===== src/rtl/internal_cell.sv =====
// -----------------------------------------------------------------------------
// internal_cell
//   Off-diagonal processing element of the triangularization systolic array.
//   It applies the row multiplier c and swap flag s (from the diagonal cell)
//   to its stored element p and the northern operand x, emits the eliminated
//   value south, and forwards c/s east. A drain request unloads p once the
//   multiply-add pipeline has emptied.
//
//   Data format: signed two's-complement Q(32-FRAC).FRAC.
//   Optional feature macro: SATURATE_EN. When it is defined, the product and
//   the final sum saturate on signed overflow; otherwise both wrap mod 2^32.
//
// Parameters:
//   MAC_LAT      cycles from the accepting edge to x_out (1..4)
//   FRAC         fractional bits of the data format
// Ports:
//   clk          system clock, rising edge
//   rst          asynchronous active-high reset
//   operation    1 = neighbouring pivoting, 0 = non-pivoting (s_in ignored)
//   in_valid     x_in / c_in / s_in valid this cycle
//   x_in         operand from the north
//   c_in         multiplier from the west
//   s_in         swap flag from the west
//   drain        single-cycle request to unload p
//   x_out        result to the south
//   x_out_valid  x_out valid
//   c_out        c_in delayed one cycle
//   s_out        effective swap flag delayed one cycle
//   cs_valid     in_valid delayed one cycle, qualifies c_out / s_out
//   busy         high while a drain is in progress
// -----------------------------------------------------------------------------
module internal_cell #(
    parameter int MAC_LAT = 2,
    parameter int FRAC    = 16
) (
    input  logic        clk,
    input  logic        rst,
    input  logic        operation,
    input  logic        in_valid,
    input  logic [31:0] x_in,
    input  logic [31:0] c_in,
    input  logic        s_in,
    input  logic        drain,
    output logic [31:0] x_out,
    output logic        x_out_valid,
    output logic [31:0] c_out,
    output logic        s_out,
    output logic        cs_valid,
    output logic        busy
);

    typedef enum logic [1:0] {
        RUN        = 2'd0,
        DRAIN_WAIT = 2'd1,
        DRAIN_OUT  = 2'd2
    } state_t;

    // Fixed-point product: full 64-bit signed multiply, arithmetic shift by
    // FRAC (rounds toward -inf), then reduce to 32 bits.
    function automatic logic [31:0] scale_product(input logic [31:0] a,
                                                  input logic [31:0] b);
        logic signed [63:0] prod;
        prod = $signed({{32{a[31]}}, a}) * $signed({{32{b[31]}}, b});
`ifdef SATURATE_EN
        begin
            logic signed [63:0] sh;
            sh = prod >>> FRAC;
            if (sh > 64'sd2147483647) begin
                return 32'h7FFF_FFFF;
            end else if (sh < -64'sd2147483648) begin
                return 32'h8000_0000;
            end else begin
                return sh[31:0];
            end
        end
`else
        return 32'(prod >>> FRAC);
`endif
    endfunction

    // Final accumulate of product and addend.
    function automatic logic [31:0] add_fx(input logic [31:0] a,
                                           input logic [31:0] b);
`ifdef SATURATE_EN
        logic [32:0] s;
        s = {a[31], a} + {b[31], b};
        // Sign bits disagree only on signed overflow.
        if (s[32] != s[31]) begin
            return s[32] ? 32'h8000_0000 : 32'h7FFF_FFFF;
        end else begin
            return s[31:0];
        end
`else
        return a + b;
`endif
    endfunction

    state_t      state_r;
    state_t      state_next_s;
    logic [31:0] p_r;
    logic [31:0] prod_r;
    logic [31:0] addend_r;
    logic        v0_r;

    logic        se_s;
    logic        accept_s;
    logic        drain_out_s;
    logic [31:0] mult_b_s;
    logic [31:0] addend_s;
    logic [31:0] sum_s;
    logic [31:0] last_d_s;
    logic        last_v_s;
    logic        pipe_busy_s;

    assign se_s        = s_in & operation;
    assign accept_s    = in_valid & (state_r == RUN);
    assign drain_out_s = (state_r == DRAIN_OUT);
    // Operand routing uses p as held before this edge, so chained swaps work.
    assign mult_b_s    = se_s ? x_in : p_r;
    assign addend_s    = se_s ? p_r  : x_in;
    assign sum_s       = add_fx(prod_r, addend_r);

    // Next-state logic for the run / drain controller.
    always_comb begin
        state_next_s = state_r;
        case (state_r)
            RUN: begin
                if (drain) begin
                    state_next_s = DRAIN_WAIT;
                end else begin
                    state_next_s = RUN;
                end
            end
            DRAIN_WAIT: begin
                if (!pipe_busy_s) begin
                    state_next_s = DRAIN_OUT;
                end else begin
                    state_next_s = DRAIN_WAIT;
                end
            end
            DRAIN_OUT: state_next_s = RUN;
            default:   state_next_s = RUN;
        endcase
    end

    // Controller state register and registered busy flag.
    always_ff @(posedge clk or posedge rst) begin
        if (rst) begin
            state_r <= RUN;
            busy    <= 1'b0;
        end else begin
            state_r <= state_next_s;
            busy    <= (state_next_s != RUN);
        end
    end

    // Stored element: loaded on an accepted swap, cleared when drained.
    always_ff @(posedge clk or posedge rst) begin
        if (rst) begin
            p_r <= 32'h0000_0000;
        end else if (drain_out_s) begin
            p_r <= 32'h0000_0000;
        end else if (accept_s && se_s) begin
            p_r <= x_in;
        end
    end

    // First pipeline stage: scaled product and addend of an accepted input.
    always_ff @(posedge clk or posedge rst) begin
        if (rst) begin
            v0_r     <= 1'b0;
            prod_r   <= 32'h0000_0000;
            addend_r <= 32'h0000_0000;
        end else begin
            v0_r <= accept_s;
            if (accept_s) begin
                prod_r   <= scale_product(c_in, mult_b_s);
                addend_r <= addend_s;
            end
        end
    end

    generate
        if (MAC_LAT == 1) begin : g_lat1
            assign last_d_s    = sum_s;
            assign last_v_s    = v0_r;
            assign pipe_busy_s = v0_r;
        end else begin : g_latn
            logic [31:0]        sum_pipe_r [MAC_LAT-1];
            logic [MAC_LAT-2:0] sv_r;

            // Delay line for sums so x_out lands exactly MAC_LAT cycles out.
            always_ff @(posedge clk or posedge rst) begin
                if (rst) begin
                    sv_r <= '0;
                    for (int i = 0; i < MAC_LAT - 1; i++) begin
                        sum_pipe_r[i] <= 32'h0000_0000;
                    end
                end else begin
                    sv_r[0]       <= v0_r;
                    sum_pipe_r[0] <= sum_s;
                    for (int i = 1; i < MAC_LAT - 1; i++) begin
                        sv_r[i]       <= sv_r[i-1];
                        sum_pipe_r[i] <= sum_pipe_r[i-1];
                    end
                end
            end

            assign last_d_s    = sum_pipe_r[MAC_LAT-2];
            assign last_v_s    = sv_r[MAC_LAT-2];
            assign pipe_busy_s = v0_r | (|sv_r);
        end
    endgenerate

    // South output: pipeline result, or p during the drain cycle. The drain
    // cycle only follows an empty pipeline, so the two never collide.
    always_ff @(posedge clk or posedge rst) begin
        if (rst) begin
            x_out       <= 32'h0000_0000;
            x_out_valid <= 1'b0;
        end else begin
            x_out_valid <= drain_out_s | last_v_s;
            if (drain_out_s) begin
                x_out <= p_r;
            end else if (last_v_s) begin
                x_out <= last_d_s;
            end
        end
    end

    // East forwarding, independent of the controller state.
    always_ff @(posedge clk or posedge rst) begin
        if (rst) begin
            c_out    <= 32'h0000_0000;
            s_out    <= 1'b0;
            cs_valid <= 1'b0;
        end else begin
            c_out    <= c_in;
            s_out    <= se_s;
            cs_valid <= in_valid;
        end
    end

endmodule


===== config.mk =====
export PLATFORM = sky130hd
export DESIGN_NAME = internal_cell
export DESIGN_NICKNAME = d
export VERILOG_FILES = /design/src/rtl/internal_cell.sv
export SDC_FILE = /design/constraint.sdc
export NUM_CORES = 2
export LEC_CHECK = 0
export ABC_CLOCK_PERIOD_IN_PS = 17900
export CAP_MARGIN = 20
export CORE_ASPECT_RATIO = 1.5
export CORE_UTILIZATION = 45
export DETAILED_ROUTE_END_ITERATION = 8
export SETUP_SLACK_MARGIN = 0.15
export SLEW_MARGIN = 5
export SYNTH_ARGS = -nofsm -noshare
export SYNTH_HDL_FRONTEND = slang
export SYNTH_SLANG_ARGS = --single-unit

===== constraint.sdc =====
create_clock -name clk -period 17.9 [get_ports clk]
set_input_delay 3.58 -clock clk [delete_from_list [all_inputs] [get_ports clk]]
set_output_delay 3.58 -clock clk [all_outputs]
set_load 0.05 [all_outputs]

# Word level (Yosys, flattened, before mapping)
# Cells that the tools add are included.
# W data, S select, Z words.
[classes] add_sub_neg=1 n_mul=1 div_mod_pow=0 order_cmp=0 n_eq_ne=2 n_shift=0 mux=9 bitwise=4 n_reduce_logical=5
[ops] cell="$mux W32" count=6
[ops] cell="$mul A32 B32 Y48" count=1
[ops] cell="$add A32 B32 Y32" count=1
[ops] cell="$reduce_bool A2 Y1" count=3
[ops] cell="$pmux W2 S2" count=1
[ops] cell="$and A1 B1 Y1" count=2
[ops] cell="$eq A2 B1 Y1 const B" count=1
[ops] cell="$eq A2 B2 Y1 const B" count=1
[ops] cell="$logic_not A2 Y1" count=1
[ops] cell="$mux W2" count=1
[ops] cell="$or A1 B1 Y1" count=2
[ops] cell="$logic_and A1 B1 Y1" count=1
[ops] cell="$mux W1" count=1
[word_totals] ff_bits=200 latchBits=0 ramBits=0 mem_bits_ro=0 output_inout_bits=68 elab_cells=35 mem_count=0

# Depth between registers and ports, before layout
[depth] word_depth=5 depth_mapped=32

# Worst setup path after synthesis
# OpenSTA, ideal clock, no wires.
[synth_path] path_type="input port to flip-flop" startpoint="input port s_in" endpoint="register prod_r[29]" setup_time_ns=0.126 arrival_time_ns=11.465 slack_ns=6.309 path_stages=30 n_path_buf=4 cell_sequence="nand2_4 inv_6 buf_2 buf_1 mux2_2 clkbuf_1 and2_1 fa_1 fa_1 fa_1 inv_1 fa_1 inv_1 fa_1 inv_1 fa_1 inv_1 fa_1 fa_1 ha_1 clkbuf_1 nand4_1 a2111oi_4 nor2_4 a311oi_4 a311o_2 a21oi_2 o21ai_2 a2111oi_1 a221o_1"
[synth_via] elab_chain_cells=3
[synth_rtl] item="from (decl)" line="42" source="input logic s_in,"
[synth_rtl] item="$and A1 B1 Y1" line="115" source="assign se_s = s_in & operation;"
[synth_rtl] item="$mux W32" line="119" source="assign mult_b_s = se_s ? x_in : p_r;"
[synth_rtl] item="$mul A32 B32 Y48" line="63" source="prod = $signed({{32{a[31]}}, a}) * $signed({{32{b[31]}}, b});"
[synth_rtl] item="to (signal assigned)" line="177" source="prod_r <= scale_product(c_in, mult_b_s);"
[synth_rtl] item="to (decl)" line="101" source="logic [31:0] prod_r;"
# Every way passes these cells.
# A chain may end at the register's enable or synchronous reset.

# Worst setup path in the final report
# Ends and elaborated chain as after synthesis.

==> metrics.md <==
| Metric | Value |
|---|---|
| Largest net degree at the start of global routing | `82` |
| Vias in the first global route | `29.0k` |
| EDFF count, synth | `0` |
| Worst Hold Class | `reg2reg` |
| Sequential area share after synthesis | `0.135` |
| IO Port Bufs | `137` |
| Worst clock skew | `0.0290 ns` |
| Final ANT Viol Nets | `0` |
| Worst hold path endpoint | `g_latn.sv_r$_DFF_PP0_` |
| Final net count | `4977` |
| Hold path start | `v0_r$_DFF_PP0_` |
| Mapped Nets | `4977` |
| CP required | `18.35 ns` |
| Final hold slack | `0.392 ns` |
| Busiest grt layer | `met2` |
| Setup TNS | `0 ns` |
| Most frequent cells in the layout | `fa_1 (839), inv_1 (774), nand2_1 (645), and2_1 (426), dfrtp_1 (199)` |
| Hold buffer count at CTS | `0` |
| WS Path Type | `in2reg` |
| DP Wirelength | `80400 um` |
| Reg2Reg Launch Point | `p_r[3]$_DFFE_PP0P_` |
| Layout area overhead | `7.91%` |
| Post-CTS resize count | `0` |
| Crit start category | `input pin` |
| Synth area leader | `fa_1` |
| Async set-reset flop share out of synthesis | `1.00` |
| RSZ-0062 raised after global routing | `false` |
| RR Endpoint | `prod_r[29]$_DFFE_PP0P_` |
| Slew @ Worst Pin | `1.07 ns` |
| CTS H-tree depth | `4` |
| Clock buffer count from CTS | `17` |
| Synth warn | `0` |
| I/O pin total | `138` |
| Starting Density | `0.456` |
| Status | `completed` |
| Top post-synthesis cells by area | `fa_1 (45%), dfrtp_1 (13%), inv_1 (7.8%), and2_1 (7.2%), ha_1 (6.5%)` |
| Total gr overflow | `0` |
| Post-CTS setup buffers | `0` |
| 1st-iter DRT viols | `1550` |
| Distinct cells, synth | `58` |
| Max cap viols | `0` |
| Worst setup EP type | `flip-flop` |
| GR Util met2 | `0.490` |
| # setup viols final | `0` |
| Synthesis-stage register bit count | `200` |
| Final Critical Period | `12.61 ns` |
| CP Data Arrival Time | `13.06 ns` |
| Synth Area per Inst | `9.60 sq um` |
| Share of layout cells above drive strength 1 | `0.0373` |
| Synth Flop Type | `dfrtp_1` |
| Routing usage on met3 | `0.0311` |
| Pins Over Slew Limit | `0` |
| Die width | `237 um` |
| Gp weighted congestion | `0.894` |
| Rel. slew slack | `0.289` |
| CTS root buf | `clkbuf_16` |
| Crit share post-route | `0.704` |
| CP dominant cell by count | `fa_1` |
| Synthesized instance count | `3874` |
| Routed vias | `26.3k` |
| All-Layer GR Usage | `0.275` |
| CP max-delay cell | `mux2_2` |
| Top cell type's share of synthesized area | `0.452` |
| Delay-heaviest family, CP | `adder cells` |
| Die Ht | `354 um` |
| Critical Path Max Stage Delay | `0.88 ns` |
| FF-to-FF setup slack | `9.42 ns` |
| Syn Std Cell Area | `0.0372 sq mm` |
| CTS Buffer Depth | `2` |
| WP buf/inv | `5` |
| Core box area | `0.0815 sq mm` |
| # clock sinks | `200` |
| DRT Pass-1 Iters | `6` |
| Later-pin clock latency in the skew report | `0.53 ns` |
| Clock slew at reported path FFs | `0.09 ns` |
| Die Area | `0.0838 sq mm` |
| Crit Path Max Fanout | `35` |
| First-pass GRT wire length | `171000 um` |
| FMAX | `79.3 MHz` |
| DRC violations left | `0` |
| CTS tree | `done` |
| Vias per std cell | `5.33` |
| GR Util met1 | `0.330` |
| Commonest non-fill, non-tap cell in the layout | `fa_1` |
| Initial antenna violation count | `3` |
| Routed WL | `109000 um` |
| Final Hold Vio Count | `0` |
| Site Rows | `128` |
| Routed len/inst | `22.0 um` |
| Cells on worst reg2reg path | `23` |
| Worst hold stages | `0` |
| Util after Layout | `0.492` |
==> worst register-to-register path, cell delays in order (launching register included) <==
cell and delay [ns]:
dfrtp_1 0.43, mux2_2 0.82, nand2_1 0.19, fa_1 0.58, fa_1 0.47, fa_1 0.51, fa_1 0.54, inv_1 0.05
fa_1 0.48, fa_1 0.62, fa_1 0.45, fa_1 0.48, ha_1 0.26, a21oi_1 0.21, o21ai_0 0.17, o21bai_1 0.19
a31o_2 0.26, a21oi_1 0.23, a311oi_4 0.11, a311o_2 0.48, a21oi_2 0.21, o21ai_2 0.11, a2111oi_1 0.39, a221o_1 0.16
==> final cells by class <==
| type | instances | area (sq um) |
|---|---|---|
| Tap cell | 1040 | 1300 |
| Sequential cell | 200 | 5010 |
| Multi-Input combinational cell | 2690 | 28500 |
| Timing Repair Buffer | 189 | 1760 |
| Inverter | 776 | 2930 |
| Antenna cell | 1 | 2.50 |
| Fill cell | 7681 | 41400 |
| Clock inverter | 15 | 204 |
| Clock buffer | 17 | 425 |
==> synthesized netlist by cell type (all sizes together) (9+ instances only) <==
master and n:
o21bai 9, xor2 25, ha 194, a21oi 59, nand3 10, nor3 10
buf 10, nand4 12, nor2 44, dfrtp 200, mux2i 66, xnor2 69
nand2 647, o21ai 145, a21o 31, clkbuf 198, and2 426, fa 839
inv 776, mux2 31
==> cells by family (layout without fill, tap and decap cells) <==
group / count (synthesis) / after routing / share of synthesized area
other cells: 0 / 1 / 0
mux: 97 / 97 / 0.0274
compound gates: 286 / 286 / 0.0461
fa+ha+maj: 1033 / 1033 / 0.517
flops: 200 / 200 / 0.135
simple gates: 1179 / 1179 / 0.152
xor+xnor: 95 / 95 / 0.0228
buf+inv: 984 / 997 / 0.0996
==> worst max-delay path by stage <==
stage / cells past startpoint / from / end / slack, ns
floorplan: 30 / s_in / prod_r[29]$_DFFE_PP0P_ / 6.31
global placement: 28 / s_in / prod_r[30]$_DFFE_PP0P_ / 4.85
detailed placement: 28 / operation / prod_r[30]$_DFFE_PP0P_ / 4.72
CTS: 28 / s_in / prod_r[29]$_DFFE_PP0P_ / 5.30
global route: 28 / s_in / prod_r[29]$_DFFE_PP0P_ / 4.84
finish: 28 / s_in / prod_r[29]$_DFFE_PP0P_ / 5.29
==> routing by layer <==
layer,up-vias,part of all wire
li1,11400,-
met1,13800,0.38
met2,808,0.52
met3,240,0.046
met4,0,0.048
met5,-,0
==> metrics by stage <==
| step | cell area [sq um] | setup WS, ns | std cells |
|---|---|---|---|
| 4_1_cts | 40100 | 5.30 | 4927 |
| 6_report | 40100 | 5.29 | 4928 |
| 2_1_floorplan | 37200 | 6.31 | 3874 |
| 3_3_place_gp | 39500 | 4.85 | 4895 |
| 5_1_grt | 40100 | 4.84 | 4927 |
| 3_5_place_dp | 39500 | 4.72 | 4895 |
==> registers in the layout, summed over array words and instances, names as in the netlist <==
name and count:
p_r 32, c_out 32, v0_r 1, prod_r 32
state_r 2, cs_valid 1, g_latn.sum_pipe_r 32, g_latn.sv_r 1
busy 1, x_out_valid 1, x_out 32, addend_r 32
s_out 1
Power is not shown: default switching activity piles up to over one toggle a cycle in this logic, so the estimate is an artifact.
